$ cat config.mk
export PLATFORM = sky130hd
export DESIGN_NAME = pipe_interlock
export DESIGN_NICKNAME = d
export VERILOG_FILES = /design/src/rtl/pipe_interlock.sv
export SDC_FILE = /design/constraint.sdc
export NUM_CORES = 1
export LEC_CHECK = 0
export BUFFER_PORTS_ARGS = -buffer_cell sky130_fd_sc_hd__buf_2
export CORE_ASPECT_RATIO = 1.75
export CORE_MARGIN = 3
export CORE_UTILIZATION = 46
export CTS_CLUSTER_DIAMETER = 30
export DETAILED_ROUTE_END_ITERATION = 6
export PLACE_DENSITY = 0.82
export SLEW_MARGIN = 5
export SYNTH_ARGS = -nofsm -noshare
export SYNTH_HDL_FRONTEND = slang
export SYNTH_SLANG_ARGS = --single-unit
$ cat constraint.sdc
create_clock -name clk -period 1.86 [get_ports clk]
set_input_delay 0 -clock clk [delete_from_list [all_inputs] [get_ports clk]]
set_output_delay 0 -clock clk [all_outputs]
set_load 0.005 [all_outputs]
$ cat src/rtl/pipe_interlock.sv
// Pipeline interlock controller: load-use stall, branch flush and data-memory
// wait freeze with a sticky timeout error and saturating performance counters.
//
// state    | meaning
// RUN      | normal operation, hazards resolved combinationally
// MEM_WAIT | data-memory access outstanding, wait cycles being counted
// ERROR    | wait exceeded TIMEOUT; pipeline frozen until rst
module pipe_interlock #(
  parameter int CNT_W   = 16,
  parameter int TIMEOUT = 255,
  parameter int TO_W    = 8
) (
  input  logic             clk,
  input  logic             rst,
  input  logic [4:0]       rs1_IfId,
  input  logic [4:0]       rs2_IfId,
  input  logic             use_rs1_IfId,
  input  logic             use_rs2_IfId,
  input  logic [4:0]       rd_IdEx,
  input  logic             mem_read_IdEx,
  input  logic             branch_taken_Ex,
  input  logic             dmem_req_ExMem,
  input  logic             dmem_ready,
  output logic             stall_pc,
  output logic             stall_IfId,
  output logic             stall_IdEx,
  output logic             stall_ExMem,
  output logic             bubble_IdEx,
  output logic             bubble_MemWb,
  output logic             flush_IfId,
  output logic             mem_timeout,
  output logic [CNT_W-1:0] stall_cycles,
  output logic [CNT_W-1:0] flush_count
);

  typedef enum logic [1:0] {RUN, MEM_WAIT, ERROR} state_t;

  state_t           state_q, state_d;
  logic [TO_W-1:0]  wait_cnt_q, wait_cnt_d;
  logic [CNT_W-1:0] stall_cycles_q, stall_cycles_d;
  logic [CNT_W-1:0] flush_count_q, flush_count_d;

  logic haz_w, haz_b, haz_l;
  logic freeze, do_flush, do_lu;

  assign haz_w = dmem_req_ExMem & ~dmem_ready;
  assign haz_b = branch_taken_Ex;
  assign haz_l = mem_read_IdEx & (rd_IdEx != 5'd0) &
                 ((use_rs1_IfId & (rs1_IfId == rd_IdEx)) |
                  (use_rs2_IfId & (rs2_IfId == rd_IdEx)));

  // ERROR freezes unconditionally; reset masks every strobe.
  assign freeze   = ~rst & (haz_w | (state_q == ERROR));
  assign do_flush = ~rst & ~freeze & haz_b;
  assign do_lu    = ~rst & ~freeze & ~haz_b & haz_l;

  assign stall_pc     = freeze | do_lu;
  assign stall_IfId   = freeze | do_lu;
  assign stall_IdEx   = freeze;
  assign stall_ExMem  = freeze;
  assign bubble_MemWb = freeze;
  assign bubble_IdEx  = do_flush | do_lu;
  assign flush_IfId   = do_flush;
  assign mem_timeout  = (state_q == ERROR);
  assign stall_cycles = stall_cycles_q;
  assign flush_count  = flush_count_q;

  always_comb begin
    state_d    = state_q;
    wait_cnt_d = wait_cnt_q;
    case (state_q)
      RUN: begin
        if (haz_w) begin
          state_d    = MEM_WAIT;
          wait_cnt_d = '0;
        end
      end
      MEM_WAIT: begin
        if (!haz_w) begin
          state_d = RUN;
        end else if (wait_cnt_q == TO_W'(TIMEOUT)) begin
          state_d = ERROR;
        end else begin
          wait_cnt_d = wait_cnt_q + TO_W'(1);
        end
      end
      ERROR:   state_d = ERROR;
      default: state_d = RUN;
    endcase
  end

  always_comb begin
    stall_cycles_d = stall_cycles_q;
    flush_count_d  = flush_count_q;
    if (stall_pc && (stall_cycles_q != '1))
      stall_cycles_d = stall_cycles_q + CNT_W'(1);
    if (flush_IfId && (flush_count_q != '1))
      flush_count_d = flush_count_q + CNT_W'(1);
  end

  always_ff @(posedge clk) begin
    if (rst) begin
      state_q        <= RUN;
      wait_cnt_q     <= '0;
      stall_cycles_q <= '0;
      flush_count_q  <= '0;
    end else begin
      state_q        <= state_d;
      wait_cnt_q     <= wait_cnt_d;
      stall_cycles_q <= stall_cycles_d;
      flush_count_q  <= flush_count_d;
    end
  end

endmodule

==> impl_metrics.ini, run 1 <==
[run_status]
outcome = complete, no violations

[sta]
setup-violations-final = 0
slew-limit-headroom_pct = 71.3
worst_pin_slew_ps = 428
grt_setup_unrepaired = true
achievable-frequency_mhz = 538
clock_skew_ps = 8.60
final-max-slew-violation-count = 0
setup_slack_ps = 0.294
finalSetupTns_ps = 0
timing.final.crit_period_ps = 1860
layout_worst_path_cycle_share_pct = 100
final-hold-violation-count = 0

[die]
floorplan.rows = 32
chipWidth_um = 57.5
die-area_sq_um = 5520
core-area_sq_um = 4440
die_y_um = 96.1
num_io_pins = 63
start_util_pct = 48.0

[power]
seq_power_share_pct = 54.7
cell_internal_pwr_w = 0.00128
power_density_nw_per_um2 = 579
leakagePower_nw = 1.29
p_sw_share_pct = 23.1
share_of_total_power_in_the_clock_network_pct = 35.9
power.net_switching_w = 0.000384
worst_ir_drop_vdd_uv = 427
combPwrFrac_pct = 9.4

[clock_network]
tritoncts.num_buffers = 5
cts_tree = yes
max_buffers_root_to_sink = 2
cts.htree.levels = 2
clk_latency_ps = 290
clk_pin_slew_ps = 80
holdBufCountCts = 0
clockRootBuffer = clkbuf_8
total_number_of_clock_tree_sinks = 42

[synth]
synth.yosys.warnings = 0
mappedNetlistNets = 277
async_s_r_ff_share_synth_pct = 0
syn-mean-instance-area_sq_um = 8.50
netlist_top_cells_area = dfxtp_1, xnor2_1, xor2_1, nor2_1, nand4_1
synth-seq-area-share_pct = 39.4
synth_area_leader = dfxtp_1
synth_edf_count = 0
mappedNetlistArea_sq_um = 2130
ys_types = 38
synth.top_cell.area_share_pct = 39.4
predominant_post_synthesis_flop_cell = dfxtp_1
yosys_register_bits = 42
syn_inst = 251

[critical_path]
critPathRequiredTime_ps = 2090
cp_slowest_cell = or4_4
slowest_delay_ps = 520
timing.critical_path.arrival_ps = 2090
cp_cell_sequence = ha_4 > nand4_1 > nor4b_2 > and2b_1 > a21oi_2 > buf_4 > or4_4 > a21oi_2
timing.setup.critical_path_class = register to register
critical_path.startpoint_type = register
worst_setup_path_end_kind = register
worstPathMaxFanout = 4
timing.critical_path.mode_cell = a21oi_2

[layout]
synthToLayoutAreaGrowth_pct = 34.7
layout_commonest_cell = buf_2
diodes = 0
final_layout_size_suffix_gt1_share_pct = 34.2
final_cell_mix = buf_2, dfxtp_1, buf_4, nor2_1, nand2_1
num-nets-final = 376

[global_route]
globalRoute.totalOverflow = 0
antenna_found_initial = 0
grt_start_max_net_pins = 22
first_global_vias = 2156
grt_first_pass_wirelength_um = 8830
grt_usage_pct = 19.7

[placement]
globalplace.congestion = 0.794
place.detailed.hpwl_um = 4190
detailedPlace.worstSlack_ps = -30.6
io_buffer_count = 62

[worst_hold_path]
worstHoldPathType = input port to register

[route]
route.antenna.remaining_nets = 0
viasPerCell = 5.50
totalWireLength_um = 5380
initial_drc_count = 55
route.detailed.wl_per_inst_um = 13.4
drtPass1Iterations = 4
dr_total_vias = 2209
number_of_remaining_drc_errors = 0

[flow_run]
cap_viol_max_count = 0
==> cell type report <==
| type | instances | area [sq um] |
|---|---|---|
| tap | 51 | 63.8 |
| multi-input combinational | 195 | 1250 |
| clock inverter | 1 | 5.00 |
| sequential | 42 | 848 |
| timing repair buffer | 100 | 596 |
| inverter | 6 | 22.5 |
| fill | 422 | 1570 |
| clock buffer | 7 | 86.3 |
==> critical path: cells and delay by family (launching register included) <==
| family | cells | cell delay (ps) |
|---|---|---|
| fa+ha+maj | 1 | 150 |
| buf+inv | 1 | 170 |
| compound gates | 2 | 180 |
| flops | 1 | 360 |
| simple gates | 4 | 950 |
==> per-stage QoR <==
stage / area, sq um / utilization [%] / total power [W] / std cells / hold slack, ps
2_1_floorplan: 2150 / - / 0.00101 / 251 / 54.9
3_3_place_gp: 2750 / 61.8 / 0.00108 / 392 / 366
6_report: 2870 / 64.6 / 0.00166 / 402 / 65.0
4_1_cts: 2840 / 63.8 / 0.00168 / 400 / 52.3
5_1_grt: 2870 / 64.6 / 0.00174 / 402 / 62.6
3_5_place_dp: 2750 / 61.8 / 0.00108 / 392 / 370
==> cells in the mapped netlist, types with 2 or more instances <==
cell       n
buf_4      4
ha_1       3
and3_1     8
a21oi_1   16
nand3_1   12
inv_1      6
xnor2_1   17
mux2i_1    4
nor2_1    33
nand4_1   15
or3_1      6
o31ai_1    6
nand2b_1   2
and4_1     4
clkbuf_1   3
o21ai_0    3
o211ai_1   2
xor2_1    15
nor3_1     2
or4_1      5
and2_1     2
o21ai_1    4
dfxtp_1   42
nand2_1   23
==> cell families after synthesis <==
family | share of synthesized area (%)
flip-flops | 39.4
buffers and inverters | 3.52
multiplexers | 1.88
AO/OA/AOI/OAI | 10.6
adder cells (fa/ha/maj) | 1.76
AND/OR/NAND/NOR | 29.7
XOR/XNOR | 13.1
==> worst paths after layout <==
check | from | end | slack (ps) | depth (start not counted)
setup / recovery | stall_cycles[0] | stall_cycles[13] | 0.3 | 8
hold / removal | rst | stall_cycles[0] | 60 | 3
setup reg to reg | stall_cycles[0] | stall_cycles[13] | 0.3 | 8
hold reg to reg | stall_cycles[11] | stall_cycles[11] | 500 | 2
==> power by group through the flow <==
| stage | Clock, W | Sequential, W | Combinational, W |
|---|---|---|---|
| after floorplan | 0 | 0.000933 | 0.0000794 |
| after global placement | 0 | 0.000931 | 0.000149 |
| after detailed placement | 0 | 0.000931 | 0.000154 |
| after CTS | 0.000618 | 0.000910 | 0.000154 |
| after global routing | 0.000653 | 0.000911 | 0.000173 |
| final | 0.000597 | 0.000910 | 0.000157 |
==> registers in the layout, summed over array words and instances, names as in the netlist <==
signal / cells
wait_cnt_q: 8
flush_count: 16
state_q: 2
stall_cycles: 16
==> repair_timing <==
| action | 4_1_cts | 5_1_grt |
|---|---|---|
| buffers inserted | 0 | 1 |
| gates resized for setup | 0 | 10 |
| pin swaps | 2 | 5 |
| setup endpoints to repair | 7 | 13 |
| cloned | 0 | 1 |
==> per-layer routing <==
layer  up-vias  global-route usage [%]  wire [um]
li1       1090                       -          -
met1      1048                    20.0       2080
met2        63                    39.0       2950
met3         8                    4.03        281
met4         0                    6.19         66
met5         -                       0          0
Note: power is estimated with default switching activity, not from simulation.
==> inputs of run 2 (changes only) <==
--- a/config.mk
+++ b/config.mk
@@ -11,7 +11,9 @@
 export CORE_UTILIZATION = 46
 export CTS_CLUSTER_DIAMETER = 30
 export DETAILED_ROUTE_END_ITERATION = 6
+export MAX_ROUTING_LAYER = met4
 export PLACE_DENSITY = 0.82
+export RECOVER_POWER = 50
 export SLEW_MARGIN = 5
 export SYNTH_ARGS = -nofsm -noshare
 export SYNTH_HDL_FRONTEND = slang
==> impl_metrics.ini, run 2 (synthesized netlist as in run 1, its figures left out) <==
[clock_network]
total_number_of_clock_tree_sinks = 42
clockRootBuffer = clkbuf_8
cts.htree.levels = 2
holdBufCountCts = 0
max_buffers_root_to_sink = 2
clk_pin_slew_ps = 80
tritoncts.num_buffers = 5
cts_tree = yes
clk_latency_ps = 290

[flow_run]
cap_viol_max_count = 0

[route]
totalWireLength_um = 5370
viasPerCell = 5.50
drtPass1Iterations = 4
route.detailed.wl_per_inst_um = 13.3
route.antenna.remaining_nets = 0
initial_drc_count = 46
number_of_remaining_drc_errors = 0
dr_total_vias = 2209

[power]
worst_ir_drop_vdd_uv = 426
power.total_w = 0.00166
leakagePower_nw = 1.19
power_density_nw_per_um2 = 592

[die]
start_util_pct = 48.0
num_io_pins = 63
floorplan.rows = 32
die_y_um = 96.1
die-area_sq_um = 5520
chipWidth_um = 57.5
core-area_sq_um = 4440

[layout]
num-nets-final = 376
diodes = 0
final_cell_mix = buf_2, dfxtp_1, nor2_1, buf_4
final_util_pct = 63.3
final_layout_size_suffix_gt1_share_pct = 28.2
multi_input_comb_area_sq_um = 1250
synthToLayoutAreaGrowth_pct = 31.8
num-fill-cells = 438
seq_area_sq_um = 848
layout_commonest_cell = buf_2

[placement]
globalplace.congestion = 0.805
place.detailed.hpwl_um = 4190
io_buffer_count = 62
detailedPlace.worstSlack_ps = -30.6

[critical_path]
critPathRequiredTime_ps = 2080
critical_path.startpoint_type = register
cp_cell_sequence = and3_1 > nand3_1 > nor2_1 > nand4_1 > buf_4 > or3_1 > a21oi_1
critPathTopFamily = simple AND/OR/NAND/NOR gates
worstPathMaxFanout = 6
worst_setup_path_end_kind = register
timing.critical_path.arrival_ps = 2090
cp_slowest_cell = dfxtp_1
timing.setup.critical_path_class = register to register
timing.critical_path.buf_inv = 1
slowest_delay_ps = 410

[global_route]
grt.met1_usage_pct = 20.3
grt_first_pass_wirelength_um = 8830
antenna_found_initial = 0
grt_start_max_net_pins = 22
met2_track_usage_gr_pct = 39.0
grt.met3_usage_pct = 3.49
grt_most_used_layer = met2
grt_usage_pct = 20.3
globalRoute.totalOverflow = 0
first_global_vias = 2155

[sta]
clock_skew_ps = 9.44
final-hold-violation-count = 0
setup_slack_ps = -6.38
slew-limit-headroom_pct = 71.6
setup-violations-final = 1
grt_setup_unrepaired = true
finalSetupTns_ps = -6.38
layout_worst_path_cycle_share_pct = 100
worst_pin_slew_ps = 423
fin_hold_ws_ps = 63.3
achievable-frequency_mhz = 536
timing.final.crit_period_ps = 1870
final-max-slew-violation-count = 0

[run_status]
violations = negative setup slack
outcome = finished, violations left

[worst_hold_path]
worstHoldPathType = input port to register
-- run 2: cell count changes in the layout (fill, tap and decap cells not counted) --
| cell | delta |
|---|---|
| clkbuf_4 | +1 |
| clkbuf_1 | +21 |
| buf_2 | -7 |
| buf_4 | -15 |
-- run 2: per-layer routing --
| layer | routed length (um) | part of all wire, % | vias to the layer above |
|---|---|---|---|
| met3 | 240 | 4.5 | 11 |
| met5 | 0 | 0 | - |
| li1 | - | - | 1094 |
| met2 | 2930 | 55 | 61 |
| met4 | 81 | 1.5 | 0 |
| met1 | 2110 | 39 | 1043 |
-- run 2: where the power goes --
part           internal, W  switching [W]
Sequential        0.000904     0.00000657
Clock             0.000300       0.000299
Combinational    0.0000763      0.0000794
-- run 2: metrics by stage --
step | std cells | area, sq um
6_report | 402 | 2810
3_3_place_gp | 392 | 2750
4_1_cts | 400 | 2840
3_5_place_dp | 392 | 2750
2_1_floorplan | 251 | 2150
5_1_grt | 402 | 2810
-- run 2: final cells by class --
| type | instances | share of cell area [%] |
|---|---|---|
| inverter | 6 | 0.801 |
| tap | 51 | 2.27 |
| timing repair buffer | 100 | 19.0 |
| clock buffer | 7 | 3.07 |
| multi-input combinational | 195 | 44.5 |
| clock inverter | 1 | 0.178 |
| sequential | 42 | 30.2 |
-- run 2: worst reg2reg max path, cell delays in order (launching register included) --
cell	delay [ps]
dfxtp_1	410
and3_1	200
nand3_1	100
nor2_1	150
nand4_1	250
buf_4	240
or3_1	310
a21oi_1	150
-- run 2: path summary, 6_finish.rpt --
kind                         start  cells after the start  slack (ps)                to
setup / recovery   stall_cycles[4]                      7          -6   stall_cycles[9]
hold / removal                 rst                      3          60   stall_cycles[0]
setup reg to reg   stall_cycles[4]                      7          -6   stall_cycles[9]
hold reg to reg   stall_cycles[11]                      2         500  stall_cycles[11]
-- run 2: what timing repair did --
item	in CTS	in global routing
setup endpoints to repair	7	13
buffers inserted	0	1
cloned	0	1
pin swaps	2	5
gates resized for setup	0	10
